`config.mk`:
```
export PLATFORM = sky130hd
export DESIGN_NAME = fl_f_pipe
export DESIGN_NICKNAME = d
export VERILOG_FILES = /design/src/rtl/cordic_pkg.sv /design/src/rtl/fl_f_unpack.sv /design/src/rtl/fl_f_pipe.sv
export SDC_FILE = /design/constraint.sdc
export NUM_CORES = 1
export LEC_CHECK = 0
export CORE_MARGIN = 4
export CORE_UTILIZATION = 65
export CTS_CLUSTER_DIAMETER = 150
export DETAILED_ROUTE_END_ITERATION = 8
export DONT_BUFFER_PORTS = 1
export GPL_ROUTABILITY_DRIVEN = 0
export PLACE_DENSITY = 0.81
export SLEW_MARGIN = 0
export SYNTH_ARGS = -nofsm -noshare
export SYNTH_HDL_FRONTEND = slang
export SYNTH_SLANG_ARGS = --single-unit
export TNS_END_PERCENT = 20
```
`constraint.sdc`:
```
create_clock -name clk -period 4.36 [get_ports clk]
set_input_delay 0.436 -clock clk [delete_from_list [all_inputs] [get_ports clk]]
set_output_delay 0.436 -clock clk [all_outputs]
set_load 0.03 [all_outputs]
```
`src/rtl/cordic_pkg.sv`:
```
// Shared types and constants for the CORDIC front end: the Q2.20 fixed-point
// format and the float classification used by the float-to-fixed converter.
package cordic_pkg;

  localparam int FIXED_W   = 22;
  localparam int FRAC_BITS = 20;

  typedef logic signed [FIXED_W-1:0] fixed_t;

  typedef enum logic [1:0] {
    ZERO = 2'd0,
    NORM = 2'd1,
    SAT  = 2'd2,
    NAN  = 2'd3
  } fp_class_e;

  localparam fixed_t FIX_MAX = 22'h1FFFFF;
  localparam fixed_t FIX_MIN = 22'h200000;

  // Anything with exponent field >= 128 is at least 2.0 in magnitude, which
  // Q2.20 cannot hold; denormals are flushed to zero.
  function automatic fp_class_e classify(input logic [7:0] expo, input logic [22:0] mant);
    fp_class_e cls;
    if (expo == 8'd0)
      cls = ZERO;
    else if (expo == 8'hFF && mant != 23'd0)
      cls = NAN;
    else if (expo >= 8'd128)
      cls = SAT;
    else
      cls = NORM;
    return cls;
  endfunction

endpackage

```
`src/rtl/fl_f_unpack.sv`:
```
// Combinational unpack/classify of an IEEE-754 single, feeding the S1
// register stage of fl_f_pipe.
import cordic_pkg::*;

module fl_f_unpack (
  input  logic [31:0] in_float,
  output logic        sign,
  output logic [7:0]  expo,
  output logic [23:0] mant24,
  output fp_class_e   cls
);

  always_comb begin
    sign   = in_float[31];
    expo   = in_float[30:23];
    mant24 = {(in_float[30:23] != 8'd0), in_float[22:0]};
    cls    = classify(in_float[30:23], in_float[22:0]);
  end

endmodule

```
`src/rtl/fl_f_pipe.sv`:
```
// Two-stage float-to-Q2.20 converter with valid/ready flow control,
// saturation/NaN flags and a saturating count of clamped words.
import cordic_pkg::*;

module fl_f_pipe #(
  parameter int FIXED_W   = cordic_pkg::FIXED_W,
  parameter int FRAC_BITS = cordic_pkg::FRAC_BITS,
  parameter int SATCNT_W  = 16
) (
  input  logic                clk,
  input  logic                rst_n,
  input  logic                in_valid,
  output logic                in_ready,
  input  logic [31:0]         in_float,
  output logic                out_valid,
  input  logic                out_ready,
  output logic [FIXED_W-1:0]  out_fixed,
  output logic                out_sat,
  output logic                out_nan,
  output logic [SATCNT_W-1:0] sat_count
);

  // mant24 carries 23 fraction bits with the hidden one at bit 23
  localparam int SH_BASE = 23 - FRAC_BITS + 127;
  localparam logic [FIXED_W-1:0] SAT_POS = {1'b0, {(FIXED_W-1){1'b1}}};
  localparam logic [FIXED_W-1:0] SAT_NEG = {1'b1, {(FIXED_W-1){1'b0}}};

  logic        u_sign;
  logic [7:0]  u_expo;
  logic [23:0] u_mant24;
  fp_class_e   u_cls;

  fl_f_unpack u_unpack (
    .in_float (in_float),
    .sign     (u_sign),
    .expo     (u_expo),
    .mant24   (u_mant24),
    .cls      (u_cls)
  );

  logic        s1_valid;
  logic        s1_sign;
  logic [7:0]  s1_expo;
  logic [23:0] s1_mant24;
  fp_class_e   s1_cls;
  logic        s2_valid;
  logic        s1_en;
  logic        s2_en;

  always_comb begin
    s2_en    = !s2_valid || out_ready;
    s1_en    = !s1_valid || s2_en;
    in_ready = s1_en;
  end

  always_ff @(posedge clk or negedge rst_n) begin
    if (!rst_n) begin
      s1_valid  <= 1'b0;
      s1_sign   <= 1'b0;
      s1_expo   <= 8'd0;
      s1_mant24 <= 24'd0;
      s1_cls    <= ZERO;
    end else if (s1_en) begin
      s1_valid <= in_valid;
      if (in_valid) begin
        s1_sign   <= u_sign;
        s1_expo   <= u_expo;
        s1_mant24 <= u_mant24;
        s1_cls    <= u_cls;
      end
    end
  end

  logic [8:0]         shamt;
  logic [23:0]        mag;
  logic [FIXED_W-1:0] mag_w;
  logic [FIXED_W-1:0] s2_fixed_d;
  logic               s2_sat_d;
  logic               s2_nan_d;

  always_comb begin
    shamt      = 9'(SH_BASE) - {1'b0, s1_expo};
    mag        = (shamt >= 9'd24) ? 24'd0 : (s1_mant24 >> shamt[4:0]);
    mag_w      = FIXED_W'(mag);
    s2_fixed_d = '0;
    s2_sat_d   = 1'b0;
    s2_nan_d   = 1'b0;
    unique case (s1_cls)
      NORM: s2_fixed_d = s1_sign ? (~mag_w + 1'b1) : mag_w;
      SAT: begin
        s2_fixed_d = s1_sign ? SAT_NEG : SAT_POS;
        s2_sat_d   = 1'b1;
      end
      NAN:  s2_nan_d   = 1'b1;
      default: s2_fixed_d = '0;
    endcase
  end

  always_ff @(posedge clk or negedge rst_n) begin
    if (!rst_n) begin
      s2_valid  <= 1'b0;
      out_fixed <= '0;
      out_sat   <= 1'b0;
      out_nan   <= 1'b0;
    end else if (s2_en) begin
      s2_valid <= s1_valid;
      if (s1_valid) begin
        out_fixed <= s2_fixed_d;
        out_sat   <= s2_sat_d;
        out_nan   <= s2_nan_d;
      end
    end
  end

  always_ff @(posedge clk or negedge rst_n) begin
    if (!rst_n)
      sat_count <= '0;
    else if (s1_valid && s2_en && s1_cls == SAT && sat_count != '1)
      sat_count <= sat_count + 1'b1;
  end

  assign out_valid = s2_valid;

endmodule

```
### After elaboration in Yosys (flattened, before gate mapping)

Index checks and enable logic that the tools add are counted.

* add/subtract/negate cells: 3
* $mul: 0
* divide/modulo/power cells: 0
* $lt $le $gt $ge: 2
* equal/unequal tests: 5
* shift operators: 1
* muxes and demuxes: 9
* bitwise logic cells: 1
* reductions and logical operators: 13

Operator list (count)
* 2-to-1 mux 22 bit: 3
* one-hot mux 22 bit (2 select lines): 1
* right shift 24 x 5 -> 22 bit: 1
* nonzero test 23 bit: 1
* adder 22 x 1 -> 22 bit, second input constant: 1
* inverter 22 bit: 1
* adder 16 x 1 -> 16 bit, second input constant: 1
* != test 16 bit, second input constant: 1
* greater-or-equal comparator 9 x 5 -> 1 bit, second input constant: 1
* subtractor 8 x 8 -> 9 bit, first input constant: 1
* == test 8 bit, second input constant: 1
* greater-or-equal comparator 8 bit, second input constant: 1
* zero test 8 bit: 1
* nonzero test 8 bit: 1
* 2-to-1 mux 2 bit: 3
* == test 2 bit, second input constant: 2
* logical AND 1 bit: 4
* AND reduction 2 bit: 2
* == test 2 x 1 -> 1 bit, second input constant: 1
* zero test 1 bit: 2
* logical OR 1 bit: 2
* 2-to-1 mux 1 bit: 2

* flip-flop bits (word level): 77
* latch bits: 0
* memory bits (writable): 0
* memory bits (read-only): 0
* bits of input ports: 36
* output and inout bits: 42
* logic and storage cells: 44
* memories: 0

### Longest topological paths before layout

* depth after elaboration: 7
* mapped depth: 16
* mapped depth without buffers: 12

### Modules after synthesis

From an unflattened synthesis, not the netlist that was laid out.

* cell total of the unflattened synthesis: 589
* area, all modules: 5751.8 µm²

Modules (own cells, without submodules)
* fl_f_pipe: times used 1, cells an instance 539, area an instance 5382.7 µm², sequential area each 1926.8 µm²
* fl_f_unpack: times used 1, cells an instance 50, area an instance 369.1 µm², sequential area each 0.0 µm²

### Worst setup path before layout

No wires, ideal clock.

* path type: register to register
* start point: register s1_expo[0]
* end point: register out_fixed[13]
* setup time: 0.087 ns
* arrival time: 3.844 ns
* data required time: 4.273 ns
* path slack: 0.429 ns
* stages on the path, launching flop included: 14
* buffers on the path: 5
* clock period less this slack: 3.931 ns
* path through: dfrtp_1 -> buf_6 -> buf_6 -> buf_2 -> inv_1 -> ha_1 -> clkbuf_1 -> clkbuf_1 -> mux4_1 -> a221oi_1 -> nand4_2 -> nor3b_4 -> mux2_2 -> o211ai_1

* cells in the longest elaborated chain, start to end: 7
* elaborated cells between the ends (all ways): 8
* those cells by class: 2 x add/sub; 1 x order compare; 1 x shift; 3 x mux; 1 x bitwise

Ends and longest elaborated chain
* start, declared: RTL line fl_f_pipe.sv:43 `logic [7:0] s1_expo;`
* start signal, assigned: RTL line fl_f_pipe.sv:67 `s1_expo <= u_expo;`
* subtractor 8 x 8 -> 9 bit *: RTL line fl_f_pipe.sv:82 `shamt = 9'(SH_BASE) - {1'b0, s1_expo};`
* greater-or-equal comparator 9 x 5 -> 1 bit or right shift 24 x 5 -> 22 bit (tied branches): RTL line fl_f_pipe.sv:83 `mag = (shamt >= 9'd24) ? 24'd0 : (s1_mant24 >> shamt[4:0]);`
* 2-to-1 mux 22 bit *: RTL line fl_f_pipe.sv:83
* inverter 22 bit: RTL line fl_f_pipe.sv:89 `NORM: s2_fixed_d = s1_sign ? (~mag_w + 1'b1) : mag_w;`
* adder 22 x 1 -> 22 bit: RTL line fl_f_pipe.sv:89
* 2-to-1 mux 22 bit *: RTL line fl_f_pipe.sv:89
* one-hot mux 22 bit (2 select lines) *: RTL line fl_f_pipe.sv:88 `unique case (s1_cls)`
* end signal, assigned: RTL line fl_f_pipe.sv:108 `out_fixed <= s2_fixed_d;`
* end, declared: RTL line fl_f_pipe.sv:17 `output logic [FIXED_W-1:0] out_fixed,`

Mark *: on every way between the ends. The rest lies on a longest branch, timed or not.
A chain may end at the register's enable or synchronous reset.

### Worst setup path after layout

* start point: register s1_expo[1]
* end point: register out_fixed[20]

Same word-level chain as after synthesis.

==> flow_summary.json <==
{
  "syn_inst": 552,
  "peakVddDrop_mv": 0.3613,
  "final_antenna_net_count": 0,
  "power.leakage_nw": 2.383,
  "critPathMaxStageDelay_ns": 0.65,
  "whs_ns": 0.1767,
  "ys.flop_type": "dfrtp_1",
  "cts.path.max_buffers": 2,
  "viasPerCell": 6.594,
  "cts_tree": "done",
  "row_count": 32,
  "ys_seq_area_share_pct": 35.94,
  "crit_family": "compound AO/OA/AOI/OAI gates",
  "setup_slack_ns": 0.3448,
  "setup_violations": 0,
  "dieArea_um2": 9765,
  "finalCriticalPeriod_ns": 4.015,
  "clockRootBuffer": "clkbuf_8",
  "fin_crit_sh_pct": 92.09,
  "seqCellArea_um2": 1927,
  "fmax_ghz": 0.2491,
  "synth_seq_cells": 77,
  "min_path_type": "input pin to register",
  "drc": 0,
  "hold_viol": 0,
  "maxSlewViolCount": 0,
  "core_um2": 7888,
  "critPathCapture": "out_fixed[20]",
  "pin_count": 78,
  "dp_cells": 638,
  "synth_edf_count": 0,
  "clk-insertion-delay-late_ns": 0.36,
  "timing.setup.tns_ns": 0,
  "multi_input_area_um2": 3231,
  "synth_cell_types": 67,
  "drv_cap": 0,
  "cp_slowest_cell": "a211oi_1",
  "fp.dieH_um": 98.82,
  "drt_iter0_drc": 374,
  "vias": 4332,
  "die_w_um": 98.82,
  "drt-pass1-iter-count": 5,
  "io_buffers": 0,
  "required_ns": 4.60,
  "synth_area_um2": 5361,
  "syn_to_final_growth_pct": 6.044,
  "grt_pass1_wl_um": 20870,
  "drive_gt1_share_pct": 20.00,
  "cp-startpoint": "s1_expo[1]",
  "r2r_start": "s1_expo[1]",
  "numCtsBuffers": 9,
  "rr_worst_depth": 10,
  "path_buf_inv": 1,
  "worstPathArrival_ns": 4.26,
  "wl_per_cell_um": 18.83,
  "path_clk_slew_ns": 0.09,
  "fin_cells": 657,
  "initial_core_util_pct": 67.97,
  "status": "finished, final reports clean",
  "grt_usage_pct": 26.08,
  "critPathKind": "register to register",
  "dp_slack_ns": 0.3532,
  "tightest_slew_ns": 0.8298,
  "power.total_mw": 2.762,
  "finalNetCount": 593,
  "r2r-end": "out_fixed[20]",
  "path_cells": "ha_1 -> xor2_4 -> mux2i_1 -> o31ai_1 -> inv_1 -> a211oi_1 -> nand3_1 -> nor3b_1 -> a221o_1 -> o21ai_1",
  "start_kind": "register",
  "r2r_setup_slack_ns": 0.34,
  "diodes": 0,
  "grt_max_degree": 78,
  "p_per_area_nw_per_um2": 485.8,
  "cp_max_fo": 20,
  "maxSlewHeadroom_pct": 44.68,
  "ys_async_sr_fraction_pct": 100.0,
  "grt_overflow": 0,
  "synth_nets": 595,
  "cp-end-kind": "register",
  "skew_ns": 0.01167,
  "fillCellCount": 578,
  "drt-total-wl_um": 12370,
  "htreeDepth": 3,
  "antenna_found_initial": 0,
  "yosysWarnings": 0,
  "dp_hpwl_um": 9102,
  "clock-sinks": 77,
  "grt_pass1_vias": 4207,
  "crit_cells": 10,
  "cts_repair_resize_count": 0,
  "synth_area_per_cell_um2": 9.713,
  "rsz0062_at_grt": "false"
}
## area by class of cell
cell class,instances,share of cell area [%]
sequential,77,33.89
clock inverter,7,1.364
clock buffer,9,2.179
multi-input combinational,432,56.82
timing repair buffer,17,2.641
inverter,13,0.8583
tap,102,2.245
## cell usage in the layout, fill, tap and decap left out, types with 3 or more instances in the layout
cell type	instances
or3_1	4
mux2_2	58
and2_1	4
a221oi_1	4
a211o_1	3
inv_1	11
mux2i_1	28
nand2_1	51
and3_1	3
xor2_1	4
a21o_1	6
a22oi_1	4
mux4_2	7
o21ai_0	22
dfrtp_1	77
clkbuf_8	9
a21oi_1	22
nand2b_1	9
o211ai_1	5
a22o_1	4
o22ai_1	4
a211oi_1	5
nor2_1	36
o21ai_1	6
nand3_1	29
o31ai_1	10
nor3_1	18
buf_4	15
nor4_1	7
o221a_2	3
inv_6	3
nand4_1	11
ha_1	7
xnor2_1	21
## cell families after synthesis
kind of cell	Yosys count	synth area share, %
simple gates	187	17.50
compound gates	117	15.17
mux	94	20.84
flops	77	35.94
buf+inv	43	3.804
xor+xnor	27	5.111
fa+ha+maj	7	1.634
## how the worst min path moves through the flow
stage | to | slack (ns) | start | cells after the start
detailed placement | out_fixed[8] | 0.14 | rst_n | 0
CTS | s1_valid | 0.17 | in_valid | 1
global placement | out_fixed[8] | 0.14 | rst_n | 0
global route | s1_valid | 0.18 | in_valid | 1
floorplan | out_fixed[0] | 0.14 | rst_n | 0
finish | s1_valid | 0.18 | in_valid | 1
## metal layers
metal  up-vias  share of wire (%)  global-route usage, %  routed length (µm)
met5         -                  0                      0                   0
met4         0                1.5                  6.618                 188
met3        23                7.7                  6.086                 948
met2       185                 48                  42.82                5888
met1      2065                 43                  35.02                5343
li1       2059                  -                      -                   -
## through the flow
step / instance area, µm² / utilization [%]
floorplan: 5361 / -
global placement: 5439 / 68.96
detailed placement: 5439 / 68.96
CTS: 5678 / 71.99
global route: 5685 / 72.08
finish: 5685 / 72.08
## worst reg2reg max path, delay by kind of cell, from the launching register on
family	cells	cell delay (ns)
mux	1	0.24
fa+ha+maj	1	0.31
compound gates	4	1.26
flops	1	0.48
buf+inv	1	0.15
simple gates	2	0.94
xor+xnor	1	0.52
## timing repair
item / CTS / global route
setup endpoints to repair: 0 / 2
hold buffers: 2 / 0
hold endpoints to repair: 77 / 0
buffers inserted: 0 / 1
## Yosys cell counts, drive strengths merged, types with 6 or more instances
library cell,count,share of area (%)
clkbuf,18,1.3
nand3,30,2.9
nor3,18,1.7
mux4,8,3.4
mux2,58,12
inv,12,0.84
a21o,6,0.84
buf,12,1.6
o31ai,10,1.4
o21ai,28,2.6
nand4,12,1.5
dfrtp,77,36
xnor2,22,3.9
nor2,36,2.5
a21oi,23,2.4
ha,7,1.6
mux2i,28,5.2
nand2b,9,1.1
nor4,7,0.82
nand2,51,3.6
## registers in the layout, indices dropped and copies added, names as in the netlist
| register | count |
|---|---|
| out_fixed | 22 |
| out_nan | 1 |
| out_sat | 1 |
| out_valid | 1 |
| s1_cls | 2 |
| s1_expo | 8 |
| s1_mant24 | 24 |
| s1_sign | 1 |
| s1_valid | 1 |
| sat_count | 16 |
## power breakdown
group	total (mW)	switching (mW)	internal, mW
Sequential	1.04	0.228	0.816
Clock	0.565	0.292	0.273
Combinational	1.15	0.649	0.504
Note: power is estimated with default switching activity, not from simulation.
